==> config.mk <==
export PLATFORM = sky130hd
export DESIGN_NAME = cond_exec_unit_flat
export DESIGN_NICKNAME = d
export VERILOG_FILES = /design/src/rtl/cond_exec_if.sv /design/src/rtl/cond_exec_unit.sv /design/src/flat_wrapper.sv
export SDC_FILE = /design/constraint.sdc
export NUM_CORES = 1
export LEC_CHECK = 0
export CAP_MARGIN = 20
export CORE_MARGIN = 4
export CORE_UTILIZATION = 39
export DETAILED_ROUTE_END_ITERATION = 6
export PLACE_DENSITY = 0.74
export SLEW_MARGIN = 20
export SYNTH_ARGS = -nofsm -noshare
export SYNTH_HDL_FRONTEND = slang
export SYNTH_SLANG_ARGS = --single-unit
==> constraint.sdc <==
create_clock -name clk -period 1.8 [get_ports clk]
set_input_delay 0.27 -clock clk [delete_from_list [all_inputs] [get_ports clk]]
set_output_delay 0.27 -clock clk [all_outputs]
set_load 0.01 [all_outputs]
==> src/rtl/cond_exec_if.sv <==
// Decoder-to-conditional-stage bundle: instruction requests and flags in,
// gated strobes and architectural flags out.
interface cond_exec_if #(
    parameter int COND_W = 3
);
    logic              en;
    logic              valid_in;
    logic [COND_W-1:0] Cond;
    logic [3:0]        ALUFlags;
    logic [1:0]        FlagW;
    logic              PCS;
    logic              RegW;
    logic              MemW;
    logic              NoWrite;
    logic              FlagSave;
    logic              FlagRestore;
    logic              PCSrc;
    logic              RegWrite;
    logic              MemWrite;
    logic              CondEx;
    logic              Squash;
    logic [3:0]        Flags;

    modport master (
        output en, valid_in, Cond, ALUFlags, FlagW, PCS, RegW, MemW, NoWrite,
               FlagSave, FlagRestore,
        input  PCSrc, RegWrite, MemWrite, CondEx, Squash, Flags
    );

    modport slave (
        input  en, valid_in, Cond, ALUFlags, FlagW, PCS, RegW, MemW, NoWrite,
               FlagSave, FlagRestore,
        output PCSrc, RegWrite, MemWrite, CondEx, Squash, Flags
    );
endinterface

==> src/rtl/cond_exec_unit.sv <==
// Conditional execution stage: NZCV state, condition decode, strobe gating,
// post-branch slot squash and a shadow flag register for exceptions.
module cond_exec_unit #(
    parameter int COND_W      = 3,
    parameter int FLUSH_DEPTH = 2
) (
    input  logic        clk,
    input  logic        reset,
    cond_exec_if.slave  bus
);
    localparam logic [3:0] FLUSH_CNT = 4'(FLUSH_DEPTH);

    logic [3:0] flags_reg, flags_next;
    logic [3:0] shadow_reg, shadow_next;
    logic [3:0] cnt_reg, cnt_next;
    logic       cond_true;
    logic       squash;
    logic       live;
    logic       cond_ex;
    logic       pc_src;
    logic       n_flag, z_flag, c_flag, v_flag;

    assign {n_flag, z_flag, c_flag, v_flag} = flags_reg;

    generate
        if (COND_W == 3) begin : g_cond3
            always_comb begin
                cond_true = 1'b0;
                case (bus.Cond)
                    3'd0: cond_true = 1'b1;
                    3'd1: cond_true = z_flag;
                    3'd2: cond_true = ~z_flag;
                    3'd3: cond_true = ~z_flag & (n_flag == v_flag);
                    3'd4: cond_true = (n_flag != v_flag);
                    3'd5: cond_true = (n_flag == v_flag);
                    3'd6: cond_true = z_flag | (n_flag != v_flag);
                    3'd7: cond_true = c_flag;
                    default: cond_true = 1'b0;
                endcase
            end
        end else begin : g_cond4
            always_comb begin
                cond_true = 1'b0;
                case (bus.Cond)
                    4'd0:  cond_true = z_flag;
                    4'd1:  cond_true = ~z_flag;
                    4'd2:  cond_true = c_flag;
                    4'd3:  cond_true = ~c_flag;
                    4'd4:  cond_true = n_flag;
                    4'd5:  cond_true = ~n_flag;
                    4'd6:  cond_true = v_flag;
                    4'd7:  cond_true = ~v_flag;
                    4'd8:  cond_true = c_flag & ~z_flag;
                    4'd9:  cond_true = ~c_flag | z_flag;
                    4'd10: cond_true = (n_flag == v_flag);
                    4'd11: cond_true = (n_flag != v_flag);
                    4'd12: cond_true = ~z_flag & (n_flag == v_flag);
                    4'd13: cond_true = z_flag | (n_flag != v_flag);
                    4'd14: cond_true = 1'b1;
                    default: cond_true = 1'b0;
                endcase
            end
        end
    endgenerate

    // Reset masks everything so a slot presented during reset never escapes.
    assign squash  = (cnt_reg != 4'd0) & ~reset;
    assign live    = bus.valid_in & bus.en & ~squash & ~reset;
    assign cond_ex = live & cond_true;
    assign pc_src  = bus.PCS & cond_ex;

    assign bus.CondEx   = cond_ex;
    assign bus.PCSrc    = pc_src;
    assign bus.RegWrite = bus.RegW & cond_ex & ~bus.NoWrite;
    assign bus.MemWrite = bus.MemW & cond_ex;
    assign bus.Squash   = squash;
    assign bus.Flags    = flags_reg;

    always_comb begin
        flags_next  = flags_reg;
        shadow_next = shadow_reg;
        cnt_next    = cnt_reg;
        if (bus.en) begin
            if (bus.FlagW[1] & cond_ex) flags_next[3:2] = bus.ALUFlags[3:2];
            if (bus.FlagW[0] & cond_ex) flags_next[1:0] = bus.ALUFlags[1:0];
            // Restore wins over ALU updates; save reads the pre-edge value, so both together swap.
            if (bus.FlagRestore) flags_next  = shadow_reg;
            if (bus.FlagSave)    shadow_next = flags_reg;
            if (pc_src)
                cnt_next = FLUSH_CNT;
            else if (cnt_reg != 4'd0)
                cnt_next = cnt_reg - 4'd1;
        end
    end

    always_ff @(posedge clk) begin
        if (reset) begin
            flags_reg  <= 4'd0;
            shadow_reg <= 4'd0;
            cnt_reg    <= 4'd0;
        end else begin
            flags_reg  <= flags_next;
            shadow_reg <= shadow_next;
            cnt_reg    <= cnt_next;
        end
    end
endmodule

==> src/flat_wrapper.sv <==
// flat-port wrapper written by rule: the top's interface ports become plain ports
module cond_exec_unit_flat 
#(
    parameter int COND_W      = 3,
    parameter int FLUSH_DEPTH = 2
)
  (clk, reset, bus_en, bus_valid_in, bus_Cond, bus_ALUFlags, bus_FlagW, bus_PCS, bus_RegW, bus_MemW, bus_NoWrite, bus_FlagSave, bus_FlagRestore, bus_PCSrc, bus_RegWrite, bus_MemWrite, bus_CondEx, bus_Squash, bus_Flags);
  cond_exec_if #(.COND_W(COND_W)) bus_i ();
  input  logic clk;
  input  logic reset;
  input wire logic [$bits(bus_i.en)-1:0] bus_en;
  input wire logic [$bits(bus_i.valid_in)-1:0] bus_valid_in;
  input wire logic [$bits(bus_i.Cond)-1:0] bus_Cond;
  input wire logic [$bits(bus_i.ALUFlags)-1:0] bus_ALUFlags;
  input wire logic [$bits(bus_i.FlagW)-1:0] bus_FlagW;
  input wire logic [$bits(bus_i.PCS)-1:0] bus_PCS;
  input wire logic [$bits(bus_i.RegW)-1:0] bus_RegW;
  input wire logic [$bits(bus_i.MemW)-1:0] bus_MemW;
  input wire logic [$bits(bus_i.NoWrite)-1:0] bus_NoWrite;
  input wire logic [$bits(bus_i.FlagSave)-1:0] bus_FlagSave;
  input wire logic [$bits(bus_i.FlagRestore)-1:0] bus_FlagRestore;
  output wire logic [$bits(bus_i.PCSrc)-1:0] bus_PCSrc;
  output wire logic [$bits(bus_i.RegWrite)-1:0] bus_RegWrite;
  output wire logic [$bits(bus_i.MemWrite)-1:0] bus_MemWrite;
  output wire logic [$bits(bus_i.CondEx)-1:0] bus_CondEx;
  output wire logic [$bits(bus_i.Squash)-1:0] bus_Squash;
  output wire logic [$bits(bus_i.Flags)-1:0] bus_Flags;
  assign bus_i.en = bus_en;
  assign bus_i.valid_in = bus_valid_in;
  assign bus_i.Cond = bus_Cond;
  assign bus_i.ALUFlags = bus_ALUFlags;
  assign bus_i.FlagW = bus_FlagW;
  assign bus_i.PCS = bus_PCS;
  assign bus_i.RegW = bus_RegW;
  assign bus_i.MemW = bus_MemW;
  assign bus_i.NoWrite = bus_NoWrite;
  assign bus_i.FlagSave = bus_FlagSave;
  assign bus_i.FlagRestore = bus_FlagRestore;
  assign bus_PCSrc = bus_i.PCSrc;
  assign bus_RegWrite = bus_i.RegWrite;
  assign bus_MemWrite = bus_i.MemWrite;
  assign bus_CondEx = bus_i.CondEx;
  assign bus_Squash = bus_i.Squash;
  assign bus_Flags = bus_i.Flags;
  cond_exec_unit #(.COND_W(COND_W), .FLUSH_DEPTH(FLUSH_DEPTH)) u_core (.clk(clk), .reset(reset), .bus(bus_i));
endmodule
; ---- After elaboration in Yosys (flattened, before gate mapping)
; Cells that the tools add are included.
[classes]
n_addsub = 1
eq_ne = 9
n_mux = 6
bitwise = 17
reduce_logical = 9
[ops]
columns = operator, count
row1 = AND 1 bit, 12
row2 = equality test 3 bit (second input constant), 4
row3 = 2-to-1 mux 4 bit, 3
row4 = one-hot mux 1 bit (8 select lines), 1
row5 = AND reduction 2 bit, 4
row6 = equality test 3 x 2 -> 1 bit (second input constant), 2
row7 = nonzero test 2 bit, 3
row8 = 2-to-1 mux 2 bit, 2
row9 = inverter 1 bit, 4
row10 = nonzero test 4 bit, 1
row11 = subtractor 4 x 1 -> 4 bit (second input constant), 1
row12 = equality test 3 x 1 -> 1 bit (second input constant), 1
row13 = zero test 3 bit, 1
row14 = equality test 1 bit, 1
row15 = != test 1 bit, 1
row16 = bitwise OR 1 bit, 1
[word_totals]
reg_bits = 12
in_bits = 19
output_inout_bits = 9
elab_cells = 46

; ---- Longest topological paths before layout
[depth]
word_depth = 9
ltp_mapped = 6
ltp_nobuf = 6

; ---- Worst setup path before layout
; No wires, ideal clock.
[synth_timing]
path_kind = reg2out
from = register u_core.cnt_reg[0]
to = output bus_RegWrite
t_arrival_ps = 1525
setup_slack_ps = 5
path_stages_with_launch = 7
path_buffers = 0
path_cell_list = dfxtp_1 > inv_1 > ha_1 > nor3b_4 > o311a_4 > and3_2 > and3b_1
[synth_between]
elab_chain_cells = 8
[synth_lines]
columns = element, line
row1 = "start, declared", cond_exec_unit.sv:15  ; logic [3:0] cnt_reg, cnt_next;
row2 = "start signal, assigned", cond_exec_unit.sv:104  ; cnt_reg <= cnt_next;
row3 = nonzero test 4 bit, cond_exec_unit.sv:67  ; assign squash = (cnt_reg != 4'd0) & ~reset;
row4 = AND 1 bit, cond_exec_unit.sv:67
row5 = inverter 1 bit, cond_exec_unit.sv:68  ; assign live = bus.valid_in & bus.en & ~squash & ~reset;
row6 = AND 1 bit (2 in a row), cond_exec_unit.sv:68
row7 = AND 1 bit, cond_exec_unit.sv:69  ; assign cond_ex = live & cond_true;
row8 = named net bus_CondEx, flat_wrapper.sv:25  ; output wire logic [$bits(bus_i.CondEx)-1:0] bus_CondEx;
row9 = AND 1 bit (2 in a row), cond_exec_unit.sv:74  ; assign bus.RegWrite = bus.RegW & cond_ex & ~bus.NoWrite;
row10 = "end, declared", flat_wrapper.sv:23  ; output wire logic [$bits(bus_i.RegWrite)-1:0] bus_RegWrite;
; The timed path passes the listed nets, and every way through them passes these cells.

; ---- Worst setup path in the final report
[layout_timing]
from = register u_core.cnt_reg[1]
to = output bus_RegWrite
[layout_between]
elab_chain_cells = 8
[layout_lines]
columns = element, line
row1 = nonzero test 4 bit, cond_exec_unit.sv:67
row2 = AND 1 bit, cond_exec_unit.sv:67
row3 = inverter 1 bit, cond_exec_unit.sv:68
row4 = AND 1 bit (2 in a row), cond_exec_unit.sv:68
row5 = AND 1 bit, cond_exec_unit.sv:69
row6 = AND 1 bit (2 in a row), cond_exec_unit.sv:74
; Every way passes these cells.

==> results.yml <==
outcome:
  outcome: "finished, violations left"
  violations: "setup timing"
timing:
  timing.hold.ws_ps: 465
  setup_viol: 4
  fin_crit_ps: 1960
  fin_crit_sh_pct: 109
  worst_slew_pin_slew_ps: 224
  slew_violations: 0
  hold_viol_final: 0
  clock_skew_ps: 6.06
  rsz0062_at_grt: "yes"
  worst_slack_ps: -161
  timing.slew.headroom_pct: 85.1
  fmax_mhz: 510
logic_synthesis:
  ys_seq_area_share_pct: 31.6
  async_reset_ff_share_pct: 0
  ys_types: 30
  synthTopCellsByArea: "dfxtp_1 32%, mux2i_1 6.6%, mux2_1 5.9%"
  yosys.area.top_type: "dfxtp_1"
  yosys_warnings: 0
  yosysMostFrequentCell: "dfxtp_1"
  ys_seq_elements: 12
  synth_top_area_share_pct: 31.6
  synth_flop_cell: "dfxtp_1"
  synthesis.area_sq_um: 761
  syn-num-nets: 108
  synth-edff-count: 0
  synth_cells: 87
  syn_area_per_cell_sq_um: 8.74
  ys_top_cells_by_count: "12 x dfxtp_1, 8 x nand2_1, 7 x nor2_1, 6 x a21oi_1"
setup_path:
  crit_family: "simple AND/OR/NAND/NOR gates"
  cp_slowest_stage_delay_ps: 330
  worst_ep_arrival_time_ps: 1690
  cp_cell_sequence: "inv_2 > ha_4 > nor3b_4 > o311a_4 > and3_4 > and3b_1 > buf_2"
  crit_slowest_cell: "dfxtp_2"
  cp.buffers_inverters: 2
  critical_path_class: "flip-flop to primary output"
  crit_required_ps: 1530
  ff2ff_setup_slack_ps: 30
  worstPathMaxFanout: 3
  endpoint_kind: "primary output"
  start_kind: "flip-flop"
power_and_ir_drop:
  p_comb_share_pct: 53.8
  leakage_nw: 0.590
  net-switching-power_w: 0.000410
  sw_frac_of_total_pct: 33.4
  powerDensity_mw_per_mm2: 912
  p_int_w: 0.000817
  pwr-share-clk_pct: 18.4
  pwr-share-seq_pct: 27.9
  ir_drop_v: 0.000903
cells_and_area:
  n_fill_cell: 116
  nNetsFinal: 163
  diodes: 0
  area_delta_synth_final_pct: 77.0
  fin_cells: 166
  drive_gt1_share_pct: 39.7
  postLayoutCoreUtil_pct: 75.5
detailed_routing:
  drtAntennaViolNets: 0
  vias_per_cell: 5.00
  routedWlPerCell_um: 13.8
  vias: 830
  drtIter0Drc: 8
  firstDrtPassIters: 4
  drt_wl_total_um: 2290
  drc_errors: 0
grt:
  gr-usage-all-layers_pct: 18.7
  antenna_found_initial: 0
  grt_overflow: 0
  grt_pass1_wl_um: 3750
  grt_max_degree: 19
  first_global_vias: 844
hold_path:
  worstHoldPathType: "flip-flop to flip-flop"
placement:
  post-place-ws_ps: -614
  io_buffers: 27
  gp_congestion: 0.745
  place_inst: 155
  post-dp-hpwl_um: 1640
die:
  coreArea_sq_mm: 0.00178
  die_h_um: 52.2
  die_w_um: 52.2
  io-pin-count: 28
  num_rows: 15
  dieArea_sq_mm: 0.00272
  initial_utilization_pct: 42.7
clock_network:
  cts_made_buffers: 3
  cts.path.max_buffers: 2
  cts_hold_buf: 0
  root_buffer: "clkbuf_4"
  clock_latency_ps: 280
  h-tree-depth: 1
  cts_tree: "yes"
  clock_sinks: 12
  clk_pin_slew_ps: 90
run:
  drv_cap: 0
## power by group through the flow
stage          sequential (W)  clock, W  combinational, W
5_1_grt              0.000347  0.000240          0.000711
3_3_place_gp         0.000336         0          0.000521
2_1_floorplan        0.000342         0          0.000266
3_5_place_dp         0.000339         0          0.000538
6_report             0.000342  0.000225          0.000660
4_1_cts              0.000340  0.000226          0.000590
## cells by family (layout without fill, tap and decap cells)
group / after synthesis / count (layout) / synth area share, %
AOI/OAI and AO/OA: 15 / 15 / 17.8
xor gates and xnor gates: 1 / 1 / 1.15
adders and majority gates: 2 / 2 / 3.29
buffers and inverters: 8 / 62 / 4.11
DFF: 12 / 12 / 31.6
muxes: 9 / 9 / 12.5
and+or+nand+nor: 40 / 40 / 29.6
## final timing paths
check                                    start  cells past startpoint                                 to
max             u_core.cnt_reg[1]$_SDFFE_PP0P_                      7                       bus_RegWrite
min reg2reg  u_core.shadow_reg[2]$_SDFFE_PP0P_                      2  u_core.shadow_reg[2]$_SDFFE_PP0P_
min          u_core.shadow_reg[2]$_SDFFE_PP0P_                      2  u_core.shadow_reg[2]$_SDFFE_PP0P_
max reg2reg   u_core.bus.Flags[3]$_SDFFE_PP0P_                      6   u_core.bus.Flags[0]$_SDFFE_PP0P_
## cell usage in the layout (no fill, tap or decap), types with 3 or more instances in the layout
| cell type | count |
|---|---|
| buf_2 | 5 |
| dfxtp_2 | 3 |
| nor2_1 | 6 |
| dfxtp_1 | 7 |
| nor3_1 | 3 |
| buf_4 | 25 |
| mux2i_1 | 5 |
| nand2_1 | 8 |
| a21oi_1 | 6 |
| clkbuf_4 | 3 |
| and2_1 | 3 |
| nor2b_1 | 5 |
| clkdlybuf4s50_1 | 20 |
| nand3_1 | 5 |
## metal layers
metal  global-route usage [%]  wire, um  vias up
met3                     2.87        89        4
met5                        0         0        -
met2                     31.0      1140       23
li1                         -         -      422
met1                     22.9      1020      381
met4                     10.6        42        0
## layout make-up
type / instances / area (sq um) / area share [%]
well taps: 25 / 31.3 / 2.32
inverters: 4 / 15.0 / 1.12
multi-input cells: 67 / 559 / 41.5
flip-flops and latches: 12 / 251 / 18.7
clock buffers: 4 / 36.3 / 2.70
repair buffers: 54 / 453 / 33.6
## worst min-delay path: stages (launching register included)
cell     delay (ps)
dfxtp_1         320
nand2_1          50
a21oi_1          50
## what timing repair did
action / CTS / global route
pin swaps: 5 / 3
buffers inserted: 2 / 5
gates resized for setup: 32 / 12
setup endpoints to repair: 10 / 10
## stage by stage
stage	area [sq um]	total power [W]	setup TNS, ps
2_1_floorplan	761	0.000608	0
5_1_grt	1350	0.00130	-763
6_report	1350	0.00123	-469
3_5_place_dp	1200	0.000877	-3990
4_1_cts	1250	0.00116	-459
3_3_place_gp	1200	0.000857	-3720
Power figures use the tool's default switching activity.
